[src/rtl/sipo_pack_pkg.sv]
// Shared defaults for the SIPO packer and the PISO that feeds it.
// Holds the default widths/depths and a helper for the serial beat width.
// Optional flush support elsewhere in this slice is enabled by defining SIPO_FLUSH_EN.
package sipo_pack_pkg;

    localparam int unsigned DEF_DATA_WIDTH = 16;
    localparam int unsigned DEF_PE_NUM     = 4;
    localparam int unsigned DEF_PACK_NUM   = 4;
    localparam int unsigned DEF_FIFO_DEPTH = 8;

    // One serial beat carries a complex sample: real and imaginary parts.
    function automatic int unsigned beat_width(input int unsigned data_width);
        return 2 * data_width;
    endfunction

endpackage

[src/rtl/sipo_pack_if.sv]
// Stream/handshake bundle between the PISO, the packer and the output DMA.
// Signals:
//   s_in_v / s_in         serial beat from the PISO (no backpressure)
//   m_out_v / m_out       packed word at the FIFO head
//   m_out_rdy             consumer ready
//   fill_level            FIFO occupancy
//   overflow              sticky dropped-word flag
//   flush                 force out a partial burst (only with SIPO_FLUSH_EN)
// Modports: master = producer/consumer side (bench, DMA), slave = packer.
interface sipo_pack_if
    import sipo_pack_pkg::*;
#(
    parameter int unsigned DATA_WIDTH = DEF_DATA_WIDTH,
    parameter int unsigned PACK_NUM   = DEF_PACK_NUM,
    parameter int unsigned FIFO_DEPTH = DEF_FIFO_DEPTH
);

    localparam int unsigned BW = beat_width(DATA_WIDTH);
    localparam int unsigned LW = $clog2(FIFO_DEPTH + 1);

    logic                   s_in_v;
    logic [BW-1:0]          s_in;
    logic                   m_out_v;
    logic [PACK_NUM*BW-1:0] m_out;
    logic                   m_out_rdy;
    logic [LW-1:0]          fill_level;
    logic                   overflow;
`ifdef SIPO_FLUSH_EN
    logic                   flush;

    modport master (
        output s_in_v, s_in, m_out_rdy, flush,
        input  m_out_v, m_out, fill_level, overflow
    );

    modport slave (
        input  s_in_v, s_in, m_out_rdy, flush,
        output m_out_v, m_out, fill_level, overflow
    );
`else
    modport master (
        output s_in_v, s_in, m_out_rdy,
        input  m_out_v, m_out, fill_level, overflow
    );

    modport slave (
        input  s_in_v, s_in, m_out_rdy,
        output m_out_v, m_out, fill_level, overflow
    );
`endif

endinterface

[src/rtl/sipo_pack_sync_fifo.sv]
// sync_fifo: single-clock FIFO of packed words.
// Pointers carry an extra wrap bit so full and empty are distinguishable.
// A push while full is accepted when a pop happens in the same cycle.
// The head is read combinationally from registered storage.
// Ports:
//   clk, rst    clock, async active-high reset
//   push, din   write request and data
//   pop         read request (ignored when empty)
//   dout        current head word
//   full, empty status flags
//   count       occupancy 0..DEPTH
module sync_fifo #(
    parameter int unsigned WIDTH = 128,
    parameter int unsigned DEPTH = 8
) (
    input  logic                       clk,
    input  logic                       rst,
    input  logic                       push,
    input  logic [WIDTH-1:0]           din,
    input  logic                       pop,
    output logic [WIDTH-1:0]           dout,
    output logic                       full,
    output logic                       empty,
    output logic [$clog2(DEPTH+1)-1:0] count
);

    localparam int unsigned AW = $clog2(DEPTH);

    logic [WIDTH-1:0] mem [DEPTH];
    logic [AW:0]      wr_ptr;
    logic [AW:0]      rd_ptr;
    logic             do_push;
    logic             do_pop;

    always_comb begin
        empty   = (wr_ptr == rd_ptr);
        full    = (wr_ptr[AW] != rd_ptr[AW]) && (wr_ptr[AW-1:0] == rd_ptr[AW-1:0]);
        count   = wr_ptr - rd_ptr;
        dout    = mem[rd_ptr[AW-1:0]];
        do_pop  = pop && !empty;
        // The slot freed by a same-cycle pop lets a push into a full FIFO succeed.
        do_push = push && (!full || do_pop);
    end

    always_ff @(posedge clk or posedge rst) begin
        if (rst) begin
            wr_ptr <= '0;
            rd_ptr <= '0;
            for (int unsigned i = 0; i < DEPTH; i++) begin
                mem[i] <= '0;
            end
        end else begin
            if (do_push) begin
                mem[wr_ptr[AW-1:0]] <= din;
                wr_ptr              <= wr_ptr + 1'b1;
            end
            if (do_pop) begin
                rd_ptr <= rd_ptr + 1'b1;
            end
        end
    end

endmodule

[src/rtl/sipo_pack.sv]
// sipo_pack: collects serial complex beats from the PISO into PACK_NUM-beat
// words (beat k -> lane k, lane 0 in the LSBs), buffers them in a FIFO and
// presents them on a valid/ready port. Words that arrive while the FIFO is
// full and not being drained are dropped and flagged on a sticky overflow.
// Ports:
//   clk, rst    clock, async active-high reset (discards any partial burst)
//   bus         sipo_pack_if.slave: s_in_v/s_in in, m_out_v/m_out/m_out_rdy out,
//               fill_level, overflow, and flush when SIPO_FLUSH_EN is defined
// SIPO_FLUSH_EN: adds flush, which pushes a partial burst with zeroed upper lanes.
module sipo_pack
    import sipo_pack_pkg::*;
#(
    parameter int unsigned DATA_WIDTH = DEF_DATA_WIDTH,
    parameter int unsigned PACK_NUM   = DEF_PACK_NUM,
    parameter int unsigned FIFO_DEPTH = DEF_FIFO_DEPTH
) (
    input  logic      clk,
    input  logic      rst,
    sipo_pack_if.slave bus
);

    localparam int unsigned BW = beat_width(DATA_WIDTH);
    localparam int unsigned WW = PACK_NUM * BW;
    localparam int unsigned CW = $clog2(PACK_NUM);
    localparam int unsigned LW = $clog2(FIFO_DEPTH + 1);

    logic [CW-1:0] cnt;
    logic [WW-1:0] partial;
    logic [WW-1:0] word_c;
    logic          last_beat;
    logic          flush_c;
    logic          push;
    logic          pop;
    logic          overflow_q;
    logic          fifo_full;
    logic          fifo_empty;
    logic [WW-1:0] fifo_dout;
    logic [LW-1:0] fifo_count;

`ifdef SIPO_FLUSH_EN
    always_comb flush_c = bus.flush;
`else
    always_comb flush_c = 1'b0;
`endif

    always_comb begin
        // Merge this cycle's beat into its lane; the result is both the next
        // partial value and the word pushed on completion/flush.
        word_c = partial;
        if (bus.s_in_v) begin
            word_c[cnt*BW +: BW] = bus.s_in;
        end
        last_beat = bus.s_in_v && (cnt == CW'(PACK_NUM - 1));
        // Flush only pushes if something is pending after counting this beat;
        // a beat that completes the burst already pushes, so no second push.
        push = last_beat || (flush_c && (cnt != '0 || bus.s_in_v));
        pop  = !fifo_empty && bus.m_out_rdy;
    end

    // Partial is cleared on every push so lanes not reached before a flush read as 0.
    always_ff @(posedge clk or posedge rst) begin
        if (rst) begin
            cnt        <= '0;
            partial    <= '0;
            overflow_q <= 1'b0;
        end else begin
            if (push) begin
                cnt     <= '0;
                partial <= '0;
            end else if (bus.s_in_v) begin
                cnt     <= cnt + CW'(1);
                partial <= word_c;
            end
            if (push && fifo_full && !pop) begin
                overflow_q <= 1'b1;
            end
        end
    end

    sync_fifo #(
        .WIDTH (WW),
        .DEPTH (FIFO_DEPTH)
    ) u_fifo (
        .clk   (clk),
        .rst   (rst),
        .push  (push),
        .din   (word_c),
        .pop   (pop),
        .dout  (fifo_dout),
        .full  (fifo_full),
        .empty (fifo_empty),
        .count (fifo_count)
    );

    always_comb begin
        bus.m_out_v    = !fifo_empty;
        bus.m_out      = fifo_dout;
        bus.fill_level = fifo_count;
        bus.overflow   = overflow_q;
    end

endmodule
[src/flat_wrapper.sv]
// flat-port wrapper written by rule: the top's interface ports become plain ports
module sipo_pack_flat import sipo_pack_pkg::*;
#(
    parameter int unsigned DATA_WIDTH = DEF_DATA_WIDTH,
    parameter int unsigned PACK_NUM   = DEF_PACK_NUM,
    parameter int unsigned FIFO_DEPTH = DEF_FIFO_DEPTH
)
  (clk, rst, bus_s_in_v, bus_s_in, bus_m_out_rdy, bus_m_out_v, bus_m_out, bus_fill_level, bus_overflow);
  sipo_pack_if #(.DATA_WIDTH(DATA_WIDTH), .PACK_NUM(PACK_NUM), .FIFO_DEPTH(FIFO_DEPTH)) bus_i ();
  input  logic clk;
  input  logic rst;
  input wire logic [$bits(bus_i.s_in_v)-1:0] bus_s_in_v;
  input wire logic [$bits(bus_i.s_in)-1:0] bus_s_in;
  input wire logic [$bits(bus_i.m_out_rdy)-1:0] bus_m_out_rdy;
  output wire logic [$bits(bus_i.m_out_v)-1:0] bus_m_out_v;
  output wire logic [$bits(bus_i.m_out)-1:0] bus_m_out;
  output wire logic [$bits(bus_i.fill_level)-1:0] bus_fill_level;
  output wire logic [$bits(bus_i.overflow)-1:0] bus_overflow;
  assign bus_i.s_in_v = bus_s_in_v;
  assign bus_i.s_in = bus_s_in;
  assign bus_i.m_out_rdy = bus_m_out_rdy;
  assign bus_m_out_v = bus_i.m_out_v;
  assign bus_m_out = bus_i.m_out;
  assign bus_fill_level = bus_i.fill_level;
  assign bus_overflow = bus_i.overflow;
  sipo_pack #(.DATA_WIDTH(DATA_WIDTH), .PACK_NUM(PACK_NUM), .FIFO_DEPTH(FIFO_DEPTH)) u_core (.clk(clk), .rst(rst), .bus(bus_i));
endmodule
[config.mk]
export PLATFORM = sky130hd
export DESIGN_NAME = sipo_pack_flat
export DESIGN_NICKNAME = d
export VERILOG_FILES = /design/src/rtl/sipo_pack_pkg.sv /design/src/rtl/sipo_pack_if.sv /design/src/rtl/sipo_pack_sync_fifo.sv /design/src/rtl/sipo_pack.sv /design/src/flat_wrapper.sv
export SDC_FILE = /design/constraint.sdc
export NUM_CORES = 2
export LEC_CHECK = 0
export ABC_AREA = 0
export ABC_CLOCK_PERIOD_IN_PS = 47400
export BUFFER_PORTS_ARGS = -buffer_cell sky130_fd_sc_hd__buf_2
export CORE_ASPECT_RATIO = 0.8
export CORE_MARGIN = 4
export CORE_UTILIZATION = 45
export CTS_CLUSTER_SIZE = 28
export DETAILED_ROUTE_END_ITERATION = 7
export GPL_ROUTABILITY_DRIVEN = 1
export MAX_ROUTING_LAYER = met4
export PLACE_DENSITY_LB_ADDON = 0.12
export SLEW_MARGIN = 0
export SYNTH_ARGS = -nofsm -noshare
export SYNTH_HDL_FRONTEND = slang
export SYNTH_SLANG_ARGS = --single-unit
[constraint.sdc]
create_clock -name clk -period 47.4 [get_ports clk]
set_input_delay 2.37 -clock clk [delete_from_list [all_inputs] [get_ports clk]]
set_output_delay 2.37 -clock clk [all_outputs]
set_load 0.01 [all_outputs]
==> results.txt <==
- The run finished with clean final reports.
- After synthesis, the share of flip-flops with an asynchronous set or reset is 100%.
- CP max-delay cell: sky130_fd_sc_hd__dfrtp_4
* Number of synthesized register bits: 1163
* Net Sw Power: 0.00113 W
- When the netlist entered floorplanning its net count stood at 4752.
* Area leader, netlist: sky130_fd_sc_hd__dfrtp_1
- STA puts the critical path data required time at 45.03 ns.
- Total DRC errors in the routed layout: 0
- TritonCTS clock tree: built
- Global routing finished with a remaining overflow of 0.
- Setup violations remaining at the end of the flow were counted as 0.
- Pin count of the biggest net entering global routing: 205
- Crit-path cells: buf_12, buf_4, mux4_2, nand2_1, nand2_1, buf_2
* Commonest cells after routing, fill and taps aside: 1160 x sky130_fd_sc_hd__dfrtp_1, 1055 x sky130_fd_sc_hd__nand2_1, 593 x sky130_fd_sc_hd__o21ai_0
* Final critical-path setup slack: 40.59 ns
- Worst slack at placement: 40.78 ns
* Slew Limit Fails: 0
- Part of the power in registers: 41.6%
- In the synthesized netlist the dominant register cell turns out to be sky130_fd_sc_hd__dfrtp_1.
- Number of buffers inserted by port buffering: 169
* Clock share of power: 29.2%
- The count of cells in the finished layout, fillers not included, comes to 6290.
* Final GP Congestion: 0.752
- The floorplan step defined a die boundary enclosing 118000 um^2.
- Across every metal layer, demand over resource in global routing totals 25.1%.
- Synth area leaders: sky130_fd_sc_hd__dfrtp_1 58%, sky130_fd_sc_hd__mux4_2 11%, sky130_fd_sc_hd__nand2_1 7.9%, sky130_fd_sc_hd__o21ai_0 5.9%, sky130_fd_sc_hd__a21oi_1 4.4%
- The final route contains 34600 vias.
* Critical-path maximum fanout: 100
- The first global-routing pass estimated 219 mm of wire.
- Clock Pin Slew Worst Setup and Hold Paths: 0.06 ns
* Met3 global-route usage: 5.52%
- Most common library cell in the layout ignoring fill and taps: sky130_fd_sc_hd__dfrtp_1
- TritonCTS Buffers: 117
- The worst path needs 6.81 ns of the cycle, external delays included.
- Number of antenna violations at the first check in global routing: 18
* Initial core utilization: 45.5%
* Share of the cycle needed by the critical path after routing: 14.4%
* Worst Setup Start Kind: flop
* Number of global-route vias before repair: 34400
* Number of synthesis warnings: 0
- The layer flagged by global routing as most heavily used is met2.
* Tightest Hold Check Type: reg -> reg
* Detailed-router iteration count before antenna repair: 6
* Hold-fix buffers, CTS: 0
- DP HPWL: 77.9 mm
* Worst path max stage delay: 1.02 ns
- Area inside the core boundary: 111000 um^2
- Compared with the post-synthesis result, the final layout area differs by 10.8%.
* Fillcell total: 10100
* Leak pwr: 25.3 nW
- Number of synthesized flops with an enable pin: 0
* Chip Width: 382 um
- STA classifies the critical path endpoint as an output pin.
* Design internal power: 0.00222 W
- GRT met1 Usage: 35.5%
* Total count of hold-check failures in the final report: 0
- Counting stages on the worst path, the most repeated cell is sky130_fd_sc_hd__nand2_1.
- Iteration-0 DRC Markers: 2741
* Max H-tree Level: 3
- 170 I/O pins were placed.
* Count of nets after finishing: 4723
* Share of final-layout standard cells stronger than drive strength 1: 15.3%
- The clock arrives with 0.0277 ns of skew.
- Average wire per standard cell: 22.5 um
* Met2 track utilization from global routing: 37.3%
- The cell count after synthesis came out at 4705.
- Synthesis instantiated 48 different standard cells from the library.
- Number of instances in the placed design: 6055
* Clock latency reported for the late side of the worst-skew pair: 0.72 ns
- In this run the deepest clock path goes through 3 buffers.
* Part of the power in combinational logic: 29.1%
* Slew at the pin closest to its max-slew limit: 1.23 ns
- Category of the critical setup timing path: reg -> out
* Die Ht: 307 um
- The synthesized netlist occupies a cell area of 50400 um^2.
- Across the VDD grid, the largest voltage drop is 0.0410 mV.
- Standard-cell rows: 109
* Smallest hold slack: 0.471 ns
* Post-Synthesis Mean Instance Area: 10.7 um^2
- In this run the post-CTS setup repair buffer count came out at 0.
- Max-slew headroom at the worst pin: 17.6%
* Accumulated negative setup slack: 0 ns
- The final layout contains routed wiring with a total length of 141 mm.
- At the worst endpoint, the arrival time is 4.44 ns.
- In this run switching power makes up 33.8% of total power.
- Gates resized during post-CTS repair numbered 0.
* Area fraction of the dominant cell type after synthesis: 57.7%
* Root buffer selected by CTS: sky130_fd_sc_hd__clkbuf_16
- Residual antenna-violating net count after detailed routing: 0
* Max Cap Violations: 0
* Cell Pwr Density: 59.9 nW/um^2
- The clock net in this run drives a total of 1163 sinks.
- Sequential cells were found to cover 57.7% of the synthesized design area.
- In the routed layout, each cell is associated on average with a via count of 5.50.
- Setup repair after global routing missed its margin: no
- Static timing analysis puts the maximum clock frequency at 147 MHz.
==> state kept, by name, indices dropped and copies added (netlist names) <==
name / flops
u_core.u_fifo.mem: 1024
u_core.partial: 128
u_core.u_fifo.rd_ptr: 4
u_core.u_fifo.wr_ptr: 4
u_core.cnt: 2
u_core.bus.overflow: 1
==> metal layers <==
| metal | share of wire, % | vias up |
|---|---|---|
| li1 | - | 16100 |
| met1 | 46 | 17400 |
| met2 | 45 | 820 |
| met3 | 6.7 | 199 |
| met4 | 2.4 | 0 |
| met5 | 0 | - |
==> critical path: cells and delay by family (launching register included) <==
| family | cells | cell delay (ns) |
|---|---|---|
| mux | 1 | 0.61 |
| flops | 1 | 1.02 |
| buf+inv | 3 | 1.70 |
| simple gates | 2 | 0.30 |
==> per-stage QoR <==
stage / cell area [um^2] / total power, W / util (%)
finish: 55900 / 0.00335 / 50.4
global route: 55900 / 0.00355 / 50.4
CTS: 55900 / 0.00338 / 50.4
detailed placement: 51800 / 0.00240 / 46.7
global placement: 51800 / 0.00238 / 46.7
floorplan: 50400 / 0.00208 / -
==> cell usage after synthesis, types with 7 or more instances <==
cell / count
sky130_fd_sc_hd__buf_1: 15
sky130_fd_sc_hd__nor2_1: 385
sky130_fd_sc_hd__o21ai_1: 48
sky130_fd_sc_hd__a21oi_1: 440
sky130_fd_sc_hd__o21ai_0: 593
sky130_fd_sc_hd__mux4_2: 256
sky130_fd_sc_hd__buf_6: 19
sky130_fd_sc_hd__ha_1: 10
sky130_fd_sc_hd__a21oi_2: 10
sky130_fd_sc_hd__xnor2_1: 7
sky130_fd_sc_hd__and3_1: 35
sky130_fd_sc_hd__inv_1: 106
sky130_fd_sc_hd__a22oi_2: 30
sky130_fd_sc_hd__a2bb2oi_1: 24
sky130_fd_sc_hd__buf_4: 45
sky130_fd_sc_hd__clkbuf_1: 92
sky130_fd_sc_hd__buf_2: 194
sky130_fd_sc_hd__a22oi_1: 8
sky130_fd_sc_hd__o22ai_1: 96
sky130_fd_sc_hd__nand2_1: 1056
sky130_fd_sc_hd__and2_1: 34
sky130_fd_sc_hd__dfrtp_1: 1163
==> power groups by stage <==
stage	clock network [W]	logic, W	registers (W)
2_1_floorplan	0	0.000736	0.00134
3_3_place_gp	0	0.000976	0.00140
3_5_place_dp	0	0.000993	0.00141
4_1_cts	0.000998	0.000994	0.00139
5_1_grt	0.00104	0.00108	0.00142
6_report	0.000978	0.000975	0.00139
==> logic make-up (layout without fill, tap and decap cells) <==
logic type / after synthesis / count (layout) / share of synthesized area (%)
simple gates: 1529 / 1529 / 11.9
compound gates: 1261 / 1261 / 13.8
flops: 1163 / 1163 / 57.7
buf+inv: 472 / 545 / 4.61
mux: 259 / 259 / 11.5
fa+ha+maj: 11 / 11 / 0.288
xor+xnor: 10 / 10 / 0.211
other cells: 0 / 14 / 0
==> final timing paths <==
| check | start | end | slack (ns) | depth (start not counted) |
|---|---|---|---|---|
| worst max-delay path | u_core.u_fifo.rd_ptr[0]$_DFFE_PP0P_ | bus_m_out[91] | 40.59 | 6 |
| worst min-delay path | u_core.u_fifo.mem[146]$_DFFE_PP0P_ | u_core.u_fifo.mem[146]$_DFFE_PP0P_ | 0.47 | 2 |
| worst max register to register | u_core.u_fifo.rd_ptr[0]$_DFFE_PP0P_ | u_core.u_fifo.mem[827]$_DFFE_PP0P_ | 42.18 | 8 |
| worst min register to register | u_core.u_fifo.mem[146]$_DFFE_PP0P_ | u_core.u_fifo.mem[146]$_DFFE_PP0P_ | 0.47 | 2 |
| max in group asynchronous | rst | u_core.u_fifo.rd_ptr[0]$_DFFE_PP0P_ | 41.84 | 6 |
| min in group asynchronous | rst | u_core.u_fifo.mem[942]$_DFFE_PP0P_ | 1.77 | 2 |
==> cell type report <==
class                   count  area (um^2)  share of cell area (%)
multi-input cells        3070        19000                    34.1
flip-flops and latches   1163        29100                    52.1
inverters                 107          414                   0.741
well taps                1498         1870                    3.35
clock buffers             177         3490                    6.24
repair buffers            217         1350                    2.41
clock inverters            44          576                    1.03
diodes                     14         35.0                  0.0627
No activity file was read; power rests on OpenSTA's default activity.
